File: src/rtl/muldiv_pkg.sv
// muldiv_pkg
//   Shared encodings for the iterative multiply/divide unit.
//   - state_e : sequencer states (IDLE, CALC, FIXUP, DONE, DZERO)
//   - OP_MULT / OP_DIV : values of the op input
package muldiv_pkg;

  typedef enum logic [2:0] {
    IDLE  = 3'd0,
    CALC  = 3'd1,
    FIXUP = 3'd2,
    DONE  = 3'd3,
    DZERO = 3'd4
  } state_e;

  localparam logic OP_MULT = 1'b0;
  localparam logic OP_DIV  = 1'b1;

endpackage

File: src/rtl/muldiv_iter_cnt.sv
// muldiv_iter_cnt
//   Loadable down-counter that paces the CALC phase of muldiv_seq.
//   Ports:
//     clk        in   clock
//     reset      in   asynchronous active-high reset (count -> 0)
//     load_i     in   load load_val_i (has priority over dec_i)
//     dec_i      in   decrement by one (saturates at 0)
//     load_val_i in   CNT_W value to load
//     last_o     out  high while count == 1 (final iteration)
module muldiv_iter_cnt #(
  parameter int CNT_W = 6
) (
  input  logic             clk,
  input  logic             reset,
  input  logic             load_i,
  input  logic             dec_i,
  input  logic [CNT_W-1:0] load_val_i,
  output logic             last_o
);

  logic [CNT_W-1:0] count_q;

  always_ff @(posedge clk or posedge reset) begin
    if (reset) begin
      count_q <= '0;
    end else if (load_i) begin
      count_q <= load_val_i;
    end else if (dec_i && (count_q != '0)) begin
      count_q <= count_q - CNT_W'(1);
    end
  end

  assign last_o = (count_q == CNT_W'(1));

endmodule

File: src/rtl/muldiv_seq.sv
// muldiv_seq
//   Iterative signed multiply/divide unit with its own sequencer.
//   Multiply is shift-add on magnitudes, divide is restoring division on
//   magnitudes; one bit per cycle, followed by a sign-fixup cycle.
//   Latency: start accepted in cycle 0, CALC cycles 1..WIDTH, FIXUP in
//   cycle WIDTH+1, done pulse in cycle WIDTH+2. Divide by zero reports
//   done+div_zero in cycle 1 and leaves hi/lo untouched.
//   Ports:
//     clk, reset      clock, asynchronous active-high reset
//     start           one-cycle request, sampled only in IDLE
//     op              0 = mult, 1 = div
//     a, b            operands (rs, rt), sampled with start
//     is_unsigned     (only with MULDIV_UNSIGNED_EN) unsigned operation
//     busy            high in CALC and FIXUP
//     done            one-cycle completion pulse
//     div_zero        one-cycle pulse with done on divide by zero
//     hi, lo          mult: product high/low; div: remainder/quotient
//   Optional build macro: MULDIV_UNSIGNED_EN adds the is_unsigned input,
//   which bypasses magnitude capture and sign fixup (multu/divu).
module muldiv_seq
  import muldiv_pkg::*;
#(
  parameter int WIDTH = 32
) (
  input  logic             clk,
  input  logic             reset,
  input  logic             start,
  input  logic             op,
  input  logic [WIDTH-1:0] a,
  input  logic [WIDTH-1:0] b,
`ifdef MULDIV_UNSIGNED_EN
  input  logic             is_unsigned,
`endif
  output logic             busy,
  output logic             done,
  output logic             div_zero,
  output logic [WIDTH-1:0] hi,
  output logic [WIDTH-1:0] lo
);

  localparam int CNT_W = $clog2(WIDTH + 1);

  state_e             state_q;
  logic               busy_q, done_q, dz_q;
  logic [WIDTH-1:0]   hi_q, lo_q;
  logic [2*WIDTH-1:0] acc_q, acc_d;
  logic [WIDTH-1:0]   opnd_q;      // mult: |a| addend; div: |b| divisor
  logic               op_q, neg_a_q, neg_b_q;

  // ---------------- operand conditioning ----------------
  logic             signed_op;
`ifdef MULDIV_UNSIGNED_EN
  assign signed_op = ~is_unsigned;
`else
  assign signed_op = 1'b1;
`endif

  logic             neg_a, neg_b;
  logic [WIDTH-1:0] mag_a, mag_b;
  assign neg_a = signed_op & a[WIDTH-1];
  assign neg_b = signed_op & b[WIDTH-1];
  // Magnitude of the most negative value wraps to itself, which is the
  // correct unsigned magnitude 2^(WIDTH-1).
  assign mag_a = neg_a ? -a : a;
  assign mag_b = neg_b ? -b : b;

  logic accept, is_dz;
  assign accept = (state_q == IDLE) && start;
  assign is_dz  = (op == OP_DIV) && (b == '0);

  // ---------------- iteration counter ----------------
  logic cnt_last;
  muldiv_iter_cnt #(.CNT_W(CNT_W)) u_cnt (
    .clk        (clk),
    .reset      (reset),
    .load_i     (accept && !is_dz),
    .dec_i      (state_q == CALC),
    .load_val_i (CNT_W'(WIDTH)),
    .last_o     (cnt_last)
  );

  // ---------------- one iteration of the datapath ----------------
  // acc_q = {upper, lower}. Mult: upper is the running partial product,
  // lower holds the unconsumed multiplier bits. Div: upper is the partial
  // remainder, lower shifts out dividend bits and shifts in quotient bits.
  logic [WIDTH-1:0]   mult_addend;
  logic [WIDTH:0]     mult_sum, div_shift, div_diff;
  logic [2*WIDTH-1:0] prod_fix;
  logic [WIDTH-1:0]   quo_raw, rem_raw, quo_fix, rem_fix;

  always_comb begin
    mult_addend = acc_q[0] ? opnd_q : '0;
    mult_sum    = {1'b0, acc_q[2*WIDTH-1:WIDTH]} + {1'b0, mult_addend};
    div_shift   = {acc_q[2*WIDTH-1:WIDTH], acc_q[WIDTH-1]};
    div_diff    = div_shift - {1'b0, opnd_q};
    if (op_q == OP_MULT) begin
      acc_d = {mult_sum, acc_q[WIDTH-1:1]};
    end else if (!div_diff[WIDTH]) begin
      // Partial remainder >= divisor: subtract and emit a 1.
      acc_d = {div_diff[WIDTH-1:0], acc_q[WIDTH-2:0], 1'b1};
    end else begin
      acc_d = {div_shift[WIDTH-1:0], acc_q[WIDTH-2:0], 1'b0};
    end

    quo_raw  = acc_q[WIDTH-1:0];
    rem_raw  = acc_q[2*WIDTH-1:WIDTH];
    prod_fix = (neg_a_q ^ neg_b_q) ? -acc_q : acc_q;
    quo_fix  = (neg_a_q ^ neg_b_q) ? -quo_raw : quo_raw;
    // Remainder follows the dividend's sign (truncating division).
    rem_fix  = neg_a_q ? -rem_raw : rem_raw;
  end

  // ---------------- sequencer ----------------
  always_ff @(posedge clk or posedge reset) begin
    if (reset) begin
      state_q <= IDLE;
      busy_q  <= 1'b0;
      done_q  <= 1'b0;
      dz_q    <= 1'b0;
      hi_q    <= '0;
      lo_q    <= '0;
      acc_q   <= '0;
      opnd_q  <= '0;
      op_q    <= OP_MULT;
      neg_a_q <= 1'b0;
      neg_b_q <= 1'b0;
    end else begin
      done_q <= 1'b0;
      dz_q   <= 1'b0;
      case (state_q)
        IDLE: begin
          if (start) begin
            if (is_dz) begin
              state_q <= DZERO;
              done_q  <= 1'b1;
              dz_q    <= 1'b1;
            end else begin
              state_q <= CALC;
              busy_q  <= 1'b1;
              op_q    <= op;
              neg_a_q <= neg_a;
              neg_b_q <= neg_b;
              opnd_q  <= (op == OP_DIV) ? mag_b : mag_a;
              acc_q   <= {{WIDTH{1'b0}}, ((op == OP_DIV) ? mag_a : mag_b)};
            end
          end
        end
        CALC: begin
          acc_q <= acc_d;
          if (cnt_last) state_q <= FIXUP;
        end
        FIXUP: begin
          if (op_q == OP_DIV) begin
            hi_q <= rem_fix;
            lo_q <= quo_fix;
          end else begin
            hi_q <= prod_fix[2*WIDTH-1:WIDTH];
            lo_q <= prod_fix[WIDTH-1:0];
          end
          busy_q  <= 1'b0;
          done_q  <= 1'b1;
          state_q <= DONE;
        end
        DONE:    state_q <= IDLE;
        DZERO:   state_q <= IDLE;
        default: state_q <= IDLE;
      endcase
    end
  end

  assign busy     = busy_q;
  assign done     = done_q;
  assign div_zero = dz_q;
  assign hi       = hi_q;
  assign lo       = lo_q;

endmodule

File: config.mk
export PLATFORM = sky130hd
export DESIGN_NAME = muldiv_seq
export DESIGN_NICKNAME = d
export VERILOG_FILES = /design/src/rtl/muldiv_pkg.sv /design/src/rtl/muldiv_iter_cnt.sv /design/src/rtl/muldiv_seq.sv
export SDC_FILE = /design/constraint.sdc
export NUM_CORES = 1
export LEC_CHECK = 0
export CORE_MARGIN = 5
export CORE_UTILIZATION = 30
export DETAILED_ROUTE_END_ITERATION = 7
export GPL_TIMING_DRIVEN = 0
export PLACE_DENSITY = 0.55
export SLEW_MARGIN = 20
export SYNTH_ARGS = -nofsm -noshare
export SYNTH_HDL_FRONTEND = slang
export SYNTH_SLANG_ARGS = --single-unit
File: constraint.sdc
create_clock -name clk -period 7.9 [get_ports clk]
set_clock_uncertainty 0.2 [all_clocks]
set_input_delay 1.58 -clock clk [delete_from_list [all_inputs] [get_ports clk]]
set_output_delay 1.58 -clock clk [all_outputs]
set_load 0.02 [all_outputs]
Yosys cells after proc, flatten, opt, wreduce, memory -nomap -nowiden
Cells that the tools add are included.
- bits in registers: 175
- input bits: 68
- output and inout port bits: 67
- memories kept: 0
- RAM bits: 0
- latch bits: 0
- bits in read-only memories: 0
- logic and storage cells: 71
- add/subtract/negate cells: 8
- shifts and indexed selects: 0
- reductions and logical operators: 15
- divide/modulo/power cells: 0
- equality and inequality tests: 6
- multiply operators: 0
- mux-type cells: 28
- bitwise gates (word level): 2
- $lt $le $gt $ge: 0
- operators with widths (cell ; count):
    2-to-1 mux 64 bit ; 5
    2-to-1 mux 32 bit ; 9
    negation 32 bit ; 4
    case mux 64 bit (2 select lines) ; 1
    negation 64 bit ; 1
    adder 32 x 32 -> 33 bit ; 1
    subtractor 33 x 32 -> 33 bit ; 1
    zero test 32 bit ; 1
    2-to-1 mux 6 bit ; 2
    2-to-1 mux 3 bit ; 3
    case mux 3 bit (3 select lines) ; 1
    AND reduction 3 bit ; 3
    equality test 6 x 1 -> 1 bit (second input constant) ; 1
    != test 2 bit (second input constant) ; 3
    nonzero test 2 bit ; 3
    nonzero test 6 bit ; 1
    subtractor 6 x 1 -> 6 bit (second input constant) ; 1
    2-to-1 mux 1 bit ; 5
    logical AND 1 bit ; 4
    case mux 1 bit (2 select lines) ; 2
    equality test 3 x 1 -> 1 bit (second input constant) ; 1
    equality test 3 x 2 -> 1 bit (second input constant) ; 1
    zero test 3 bit ; 1
    AND reduction 2 bit ; 1
    3 further kinds ; 3

Logic depth before layout (Yosys ltp)
Gate-level depths: netlist (run 1).
- depth in word-level cells: 6
- depth in mapped cells: 14
- depth with buffers taken out: 13

Modules after synthesis
Synthesis (run 1) repeated with hierarchy kept, for this count alone.
- cell total of the unflattened synthesis: 1826
- area, all modules: 14656.6 µm²
- by module, submodules not included (module ; instances ; area each (µm²) ; cells each):
    muldiv_seq ; 1 ; 14233.7 ; 1778
    muldiv_iter_cnt ; 1 ; 422.9 ; 48

Worst setup path before layout (run 1)
OpenSTA, ideal clock, no wires.
- path type: input-to-reg
- from: input port b[2]
- to: register acc_q[26]
- setup time: 126 ps
- slack: 3895 ps
- data arrival time: 3678 ps
- cell stages on the path: 10
- data required time: 7574 ps
- path through: or3_1 nor3b_1 nand4_2 or3_1 buf_2 nor2b_4 buf_6 o21ai_1 a21oi_1 a311o_1
- longest elaborated chain between the ends: 6
- elaborated cells on any way between the ends: 10
- classes of those cells: add/sub (1); eq/ne (1); mux (5); reduce/logical (3)
- RTL lines (item ; RTL line ; RTL):
    start: declaration ; muldiv_seq.sv:30 ; input logic [WIDTH-1:0] b,
    negation 32 bit ; muldiv_seq.sv:65 ; assign mag_b = neg_b ? -b : b;
    2-to-1 mux 32 bit ; muldiv_seq.sv:65 ;
    2-to-1 mux 32 bit ; muldiv_seq.sv:144 ; acc_q <= {{WIDTH{1'b0}}, ((op == OP_DIV) ? mag_a : mag_b)};
    2-to-1 mux 64 bit ; muldiv_seq.sv:133 ; if (is_dz) begin
    2-to-1 mux 64 bit ; muldiv_seq.sv:132 ; if (start) begin
    case mux 64 bit (2 select lines) ; muldiv_seq.sv:130 ; case (state_q)
    end signal: assignment ; muldiv_seq.sv:144 ;
    end: declaration ; muldiv_seq.sv:46 ; logic [2*WIDTH-1:0] acc_q, acc_d;
Parallel ways exist; a longest one is shown, timed or not. The select of a mux whose other input is x is not followed.
A chain may end at the register's enable or synchronous reset.

Final worst setup path (run 1)
- from: register acc_q[0]
- to: register acc_q[61]
- longest elaborated chain between the ends: 4
- RTL lines (item ; RTL line ; RTL):
    2-to-1 mux 32 bit ; muldiv_seq.sv:92 ; mult_addend = acc_q[0] ? opnd_q : '0;
    adder 32 x 32 -> 33 bit ; muldiv_seq.sv:93 ; mult_sum = {1'b0, acc_q[2*WIDTH-1:WIDTH]} + {1'b0, mult_addend};
    2-to-1 mux 64 bit ; muldiv_seq.sv:96 ; if (op_q == OP_MULT) begin
    case mux 64 bit (2 select lines) ; muldiv_seq.sv:130 ;
No other way between the ends.

==> results of run 1 <==
==> sequential cells by signal, summed over array words and instances (netlist names) <==
| register | count |
|---|---|
| neg_b_q | 1 |
| div_zero | 1 |
| busy | 1 |
| lo | 32 |
| neg_a_q | 1 |
| done | 1 |
| hi | 32 |
| op_q | 1 |
| u_cnt.count_q | 6 |
| state_q | 3 |
| acc_q | 64 |
| opnd_q | 32 |
==> worst max-delay path by stage <==
stage	start	end
global placement	reset	opnd_q[18]
detailed placement	b[2]	acc_q[2]
floorplan	reset	acc_q[0]
CTS	acc_q[0]	acc_q[61]
global route	acc_q[0]	acc_q[61]
finish	acc_q[0]	acc_q[61]
==> per-layer routing <==
metal	track usage [%]	vias up	share of wire, %
li1	-	6792	-
met1	27.5	6944	45
met2	33.2	450	46
met3	3.43	74	5.5
met4	6.35	0	2.9
met5	0	-	0
==> placed cells by master, fill, tap and decap left out, drive strengths merged, types with 6 or more instances in the layout <==
cell,synthesis,layout
nand2,227,227
o21ai,215,215
dfrtp,175,175
nor2,149,149
clkdlybuf4s50,0,133
xnor2,107,107
a21oi,96,96
clkbuf,79,96
inv,64,72
ha,71,71
xor2,65,65
mux2i,58,58
nor3,39,39
a31oi,35,35
o31ai,35,35
nand3,33,33
a211oi,32,32
buf,27,28
a21o,27,27
a22oi,20,20
nand2b,18,18
or3,18,18
o221ai,18,18
nor4,17,17
o211ai,15,15
nand4,14,14
nor2b,12,12
or4,11,11
o41ai,10,10
and3,10,10
nor3b,7,7
or2,7,7
nand3b,6,6
and2,6,6
a21boi,6,6
a31o,6,6
==> cell families after synthesis <==
family / Yosys count / share of synthesized area (%)
simple gates: 586 / 19.4
flops: 175 / 30.3
fa+ha+maj: 73 / 6.43
compound gates: 560 / 24.3
mux: 63 / 4.41
xor+xnor: 172 / 10.4
buf+inv: 170 / 4.80
==> power groups by stage <==
stage / clock network, W / logic [W] / registers (W)
2_1_floorplan: 0 / 0.00393 / 0.00184
3_3_place_gp: 0 / 0.00573 / 0.00186
3_5_place_dp: 0 / 0.00577 / 0.00187
4_1_cts: 0.000916 / 0.00580 / 0.00185
5_1_grt: 0.000950 / 0.00641 / 0.00190
6_report: 0.000904 / 0.00583 / 0.00185
==> stage by stage <==
stage / instance area, µm² / util, % / power (W) / std cells
finish: 17200 / 36.1 / 0.00859 / 2579
detailed placement: 16600 / 34.8 / 0.00763 / 2548
CTS: 17200 / 36.1 / 0.00856 / 2579
floorplan: 14400 / - / 0.00577 / 1799
global placement: 16500 / 34.7 / 0.00759 / 2547
global route: 17200 / 36.1 / 0.00927 / 2579
==> critical path, stage by stage (launching register included) <==
cell       delay (ps)
dfrtp_1           500
inv_1             270
clkbuf_1          480
nor2_1            110
ha_1              400
and4_1            320
nand4_1           180
a211oi_1          570
a2111oi_2         190
o31ai_1           790
a31oi_1           270
o21bai_1          230
mux2i_1           270
o211ai_1          120
==> cell type report <==
cell class                      instances  area (µm²)  share of cell area, %
Multi-Input combinational cell       1454        9370                   54.5
Inverter                               64         248                   1.44
Tap cell                              615         769                   4.48
Buffer                                106         453                   2.63
Clock inverter                         14         189                   1.10
Sequential cell                       175        4380                   25.5
Timing Repair Buffer                  134        1360                   7.90
Clock buffer                           17         425                   2.47
==> results by group, run 1 <==
Synth
  – Syn Inst Count: 1799
  – Synth warnings: 0
  – Synth top area cells: dfrtp_1 (30%), o21ai_0 (7.1%), xnor2_1 (6.5%), ha_1 (6.2%), nand2_1 (5.8%)
  – Seq/Total Area, Yosys: 30.3%
  – Syn Std Cell Area: 14400 µm²
  – Cell taking the most area after synthesis: dfrtp_1
  – Post-synth top area share: 30.3%
  – EDFF count, synth: 0
  – Most common cell in the netlist: nand2_1
  – Mapped Nets: 1940
  – Yosys cell types: 85
  – Syn Area/Cell: 8.03 µm²
  – Top post-synthesis cells by count: nand2_1 (224), o21ai_0 (204), dfrtp_1 (175)
  – Synth Register Bits: 175
  – Fraction of registers with async set/reset: 100%
  – Ys flop type: dfrtp_1

Setup path
  – Crit Path Class: reg2reg
  – R2R Setup Slk: 2850 ps
  – Worst r2r path cells: 13
  – Worst r2r src: acc_q[0]
  – Worst path arrival time: 5180 ps
  – CP max FO: 10
  – Crit path required time: 8030 ps
  – Crit. End Element: flip-flop
  – RR Endpoint: acc_q[61]
  – Critical Path Start Type: flip-flop

Pwr
  – Power share of the combinational group: 67.9%
  – Sw Share: 52.1%
  – Clock network power share: 10.5%
  – PD cells: 500 nW/µm²
  – Seq pwr share: 21.6%
  – Switch Pwr: 0.00447 W
  – Internal power: 0.00412 W
  – Peak supply drop: 0.000220 V
  – Leak: 7.13 nW

Route
  – Pre-Repair DR Iteration Count: 6
  – Final ANT Viol Nets: 0
  – Vias: 14260
  – DRT iter0 DRCs: 1156
  – Avg WL per Cell: 21.3 µm
  – Drt total wl: 54.9 mm
  – DRC: 0
  – Vias per inst: 5.53

Run
  – Max Cap Violations: 0

Global routing
  – Vias in the first global route: 13893
  – Tot GR Track Use: 20.3%
  – Grt total ovfl: 0
  – Pin count of the biggest net entering global routing: 97
  – Global-route wire length before repair: 84.1 mm
  – Initial antenna violation count: 0

STA
  – Final setup vio count: 0
  – TNS Setup: 0 ps
  – Final hold violation count: 0
  – Slew Limit Fails: 0
  – Tmin final: 5050 ps
  – RSZ-0062 raised after global routing: false
  – Setup WS post-layout: 2850 ps
  – Fmax achieved: 198 MHz
  – Relative slew slack: 37.0%
  – Slew @ Worst Pin: 945 ps
  – Tcrit/Tclk final: 63.9%
  – Hold_ws: 272 ps

Worst hold path
  – Hold Path End: hi[16]
  – Worst Hold Depth: 2
  – Hold Crit Start: hi[16]
  – Tightest Hold Check Type: reg2reg

Clocking
  – CTS buffer count: 17
  – Post-CTS setup buffer count: 0
  – Hold_buf cts: 0
  – H-tree depth: 4
  – Clock Tree Buf Depth: 2
  – Clock latency on the worst-skew pair: 480 ps
  – Root Buffer: clkbuf_16
  – Worst-path clk slew: 80 ps
  – Post_cts resized: 0
  – Clock sink count: 175
  – TritonCTS clock tree: done

Placed design
  – GPL Wtd Cong: 0.921
  – Dpl ws: 2690 ps
  – Port bufs: 133
  – Detail Placement HPWL: 43.9 mm

Layout
  – Fill cells: 5006
  – Area growth syn-to-layout: 19.0%
  – Nets: 2093
  – ANT cells: 0
  – Share of cells above drive strength 1: 4.84%

Floorplanning
  – Core region area: 47600 µm²
  – Boundary Pins: 135
  – Die height: 229 µm
  – Rows: 80
  – Die span in x: 229 µm
  – Die Area: 52600 µm²
  – Initial Util: 30.3%

Status
  – Status: complete, no violations
Note: power is estimated with default switching activity, not from simulation.
==> run 2, diff against run 1 <==
==> constraint.sdc (replaced) <==
create_clock -name clk -period 5.07 [get_ports clk]
set_clock_uncertainty 0.2 [all_clocks]
set_input_delay 1.014 -clock clk [delete_from_list [all_inputs] [get_ports clk]]
set_output_delay 1.014 -clock clk [all_outputs]
set_load 0.02 [all_outputs]
==> run 2 against run 1 <==
  * Design area up 0.75%
  * Die area did not move
  * Via count is 0.93% higher
  * Sequential share of layout area down 0.19 points
  * Hold slack better by 3.7 ps
==> results by group, run 2 (same netlist as run 1, synthesis figures left out) <==
Pwr
  – PD cells: 780 nW/µm² (+56%)
  – Overall Power: 0.0135 W (+57%)
  – Leak: 7.18 nW (+0.70%)
  – Peak supply drop: 0.000301 V (+36%)

Placed design
  – GPL Wtd Cong: 0.913 (-0.88%)
  – Port bufs: 133 (unchanged)
  – Detail Placement HPWL: 44.5 mm (+1.2%)
  – Cells after DPL: 2552 (+0.16%)

Clocking
  – Clock latency on the worst-skew pair: 470 ps (about the same)
  – Post_cts resized: 0 (unchanged)
  – H-tree depth: 4 (unchanged)
  – Hold_buf cts: 0 (unchanged)
  – Root Buffer: clkbuf_16
  – CTS buffer count: 17 (unchanged)
  – Post-CTS setup buffer count: 0 (unchanged)
  – TritonCTS clock tree: done
  – Clock sink count: 175 (unchanged)
  – Worst-path clk slew: 80 ps (about the same)
  – Clock Tree Buf Depth: 2 (unchanged)

Setup path
  – CP max stage cell: a211oi_1
  – R2R Setup Slk: 120 ps (-2730 ps)
  – CP Cell Sequence: inv_1, clkbuf_1, nor2_1, ha_1, and4_1, nand4_1, a211oi_1, a2111oi_4, o31ai_2, a31oi_1, o21bai_1, mux2i_1, o211ai_1
  – Delay of the slowest critical-path stage: 660 ps (-130 ps)
  – CP max FO: 10 (unchanged)
  – Crit path required time: 5180 ps (-2850 ps)
  – Worst path arrival time: 5060 ps (-120 ps)
  – Crit. End Element: flip-flop
  – CP top delay family: compound AO/OA/AOI/OAI gates
  – Crit Path Class: reg2reg
  – Critical Path Start Type: flip-flop
  – CP Buf/Inv Count: 2 (unchanged)

Route
  – Drt total wl: 55.1 mm (+0.51%)
  – Vias per inst: 5.57 (+0.73%)
  – Pre-Repair DR Iteration Count: 5 (-1)
  – Avg WL per Cell: 21.3 µm (+0.32%)
  – DRT iter0 DRCs: 1181 (+2.2%)
  – DRC: 0 (unchanged)
  – Vias: 14392 (+0.93%)
  – Final ANT Viol Nets: 0 (unchanged)

STA
  – Slew Limit Fails: 0 (unchanged)
  – Fmax achieved: 202 MHz (+2.0%)
  – Tcrit/Tclk final: 97.7% (+34 points)
  – Slew @ Worst Pin: 903 ps (-42.0 ps)
  – Final setup vio count: 0 (unchanged)
  – Tmin final: 4950 ps (-99.1 ps)
  – Relative slew slack: 39.8% (+2.8 points)
  – Final hold violation count: 0 (unchanged)

Layout
  – Leading cell type in the layout, fill and taps excluded: nand2_1
  – Area growth syn-to-layout: 19.9%
  – Share of cells above drive strength 1: 5.13% (+0.29 points)
  – Nets: 2097 (+0.19%)
  – ANT cells: 0 (unchanged)
  – Most frequent cells in the layout: nand2_1 (224), o21ai_0 (204), dfrtp_1 (175), nor2_1 (148), clkdlybuf4s50_1 (133)
  – Final cell count without fillers: 2584 (+0.19%)
  – Max reg flops: 64 (unchanged)
  – Top reg by flops: acc_q
  – Fill cells: 5017 (+0.22%)

Floorplanning
  – Die height: 229 µm (unchanged)
  – Die Area: 52600 µm² (unchanged)
  – Boundary Pins: 135 (unchanged)
  – Die span in x: 229 µm (unchanged)
  – Rows: 80 (unchanged)
  – Core region area: 47600 µm² (unchanged)
  – Initial Util: 30.3% (unchanged)

Global routing
  – Vias in the first global route: 13933 (+0.29%)
  – Tot GR Track Use: 20.3% (-0.023 points)
  – Initial antenna violation count: 0 (unchanged)
  – Grt total ovfl: 0 (unchanged)
  – Global-route wire length before repair: 84.4 mm (+0.37%)
  – Pin count of the biggest net entering global routing: 33 (-66%)

Status
  – Status: complete, no violations

Run
  – Max Cap Violations: 0 (unchanged)

Worst hold path
  – Tightest Hold Check Type: reg2reg
==> run 2: cell count changes in the layout (fill, tap and decap cells not counted), sizes merged <==
cell      previous run  this run
buf                 28        32
inv                 72        68
clkinv               5         7
bufinv               1         2
clkbuf              96        97
clkinvlp             0         1
==> run 2: area by class of cell <==
| cell class | instances | area (µm²) | area share, % |
|---|---|---|---|
| multi-input combinational | 1454 | 9390 | 54.2 |
| clock buffer | 18 | 439 | 2.54 |
| clock inverter | 14 | 218 | 1.26 |
| tap | 615 | 769 | 4.44 |
| timing repair buffer | 138 | 1430 | 8.26 |
| sequential | 175 | 4380 | 25.3 |
| inverter | 64 | 244 | 1.41 |
| buffer | 106 | 453 | 2.61 |
==> run 2: metrics by stage <==
stage	utilization [%]	cell area [µm²]	hold slack [ps]	TNS, ps	setup slack [ps]
after global placement	34.7	16500	257	-690	-17.4
after detailed placement	34.9	16600	266	0	88.5
after global routing	36.4	17300	318	-49.9	-49.9
after floorplan	-	14400	250	0	1560
final	36.4	17300	275	0	119
after CTS	36.3	17300	283	0	57.9
==> run 2: worst register-to-register path, delay by kind of cell (launching register included) <==
kind                     cells  cell delay [ps]
multiplexers                 1              320
buffers and inverters        2              760
flip-flops                   1              490
AO/OA/AOI/OAI                6             2040
AND/OR/NAND/NOR              3              600
adder cells (fa/ha/maj)      1              370
==> run 2: routing by layer <==
| metal | vias to the layer above | routed length, µm | share of wire (%) | global-route usage [%] |
|---|---|---|---|---|
| li1 | 6795 | - | - | - |
| met1 | 7054 | 25100 | 46 | 28.1 |
| met2 | 471 | 25900 | 47 | 33.3 |
| met3 | 72 | 2770 | 5.0 | 2.71 |
| met4 | 0 | 1320 | 2.4 | 5.73 |
| met5 | - | 0 | 0 | 0 |
==> run 2: worst paths after layout <==
kind                            startpoint         end  cells past startpoint
min in group asynchronous            reset      hi[31]                      2
worst max-delay path              acc_q[0]   acc_q[61]                     13
worst max register to register    acc_q[0]   acc_q[61]                     13
worst min-delay path                hi[16]      hi[16]                      2
worst min register to register      hi[16]      hi[16]                      2
max in group asynchronous            reset  opnd_q[16]                      4
==> run 2: power breakdown <==
group	total, W	internal, W	switching, W
logic	0.00914	0.00365	0.00549
registers	0.00289	0.00207	0.000826
clock network	0.00148	0.000778	0.000697
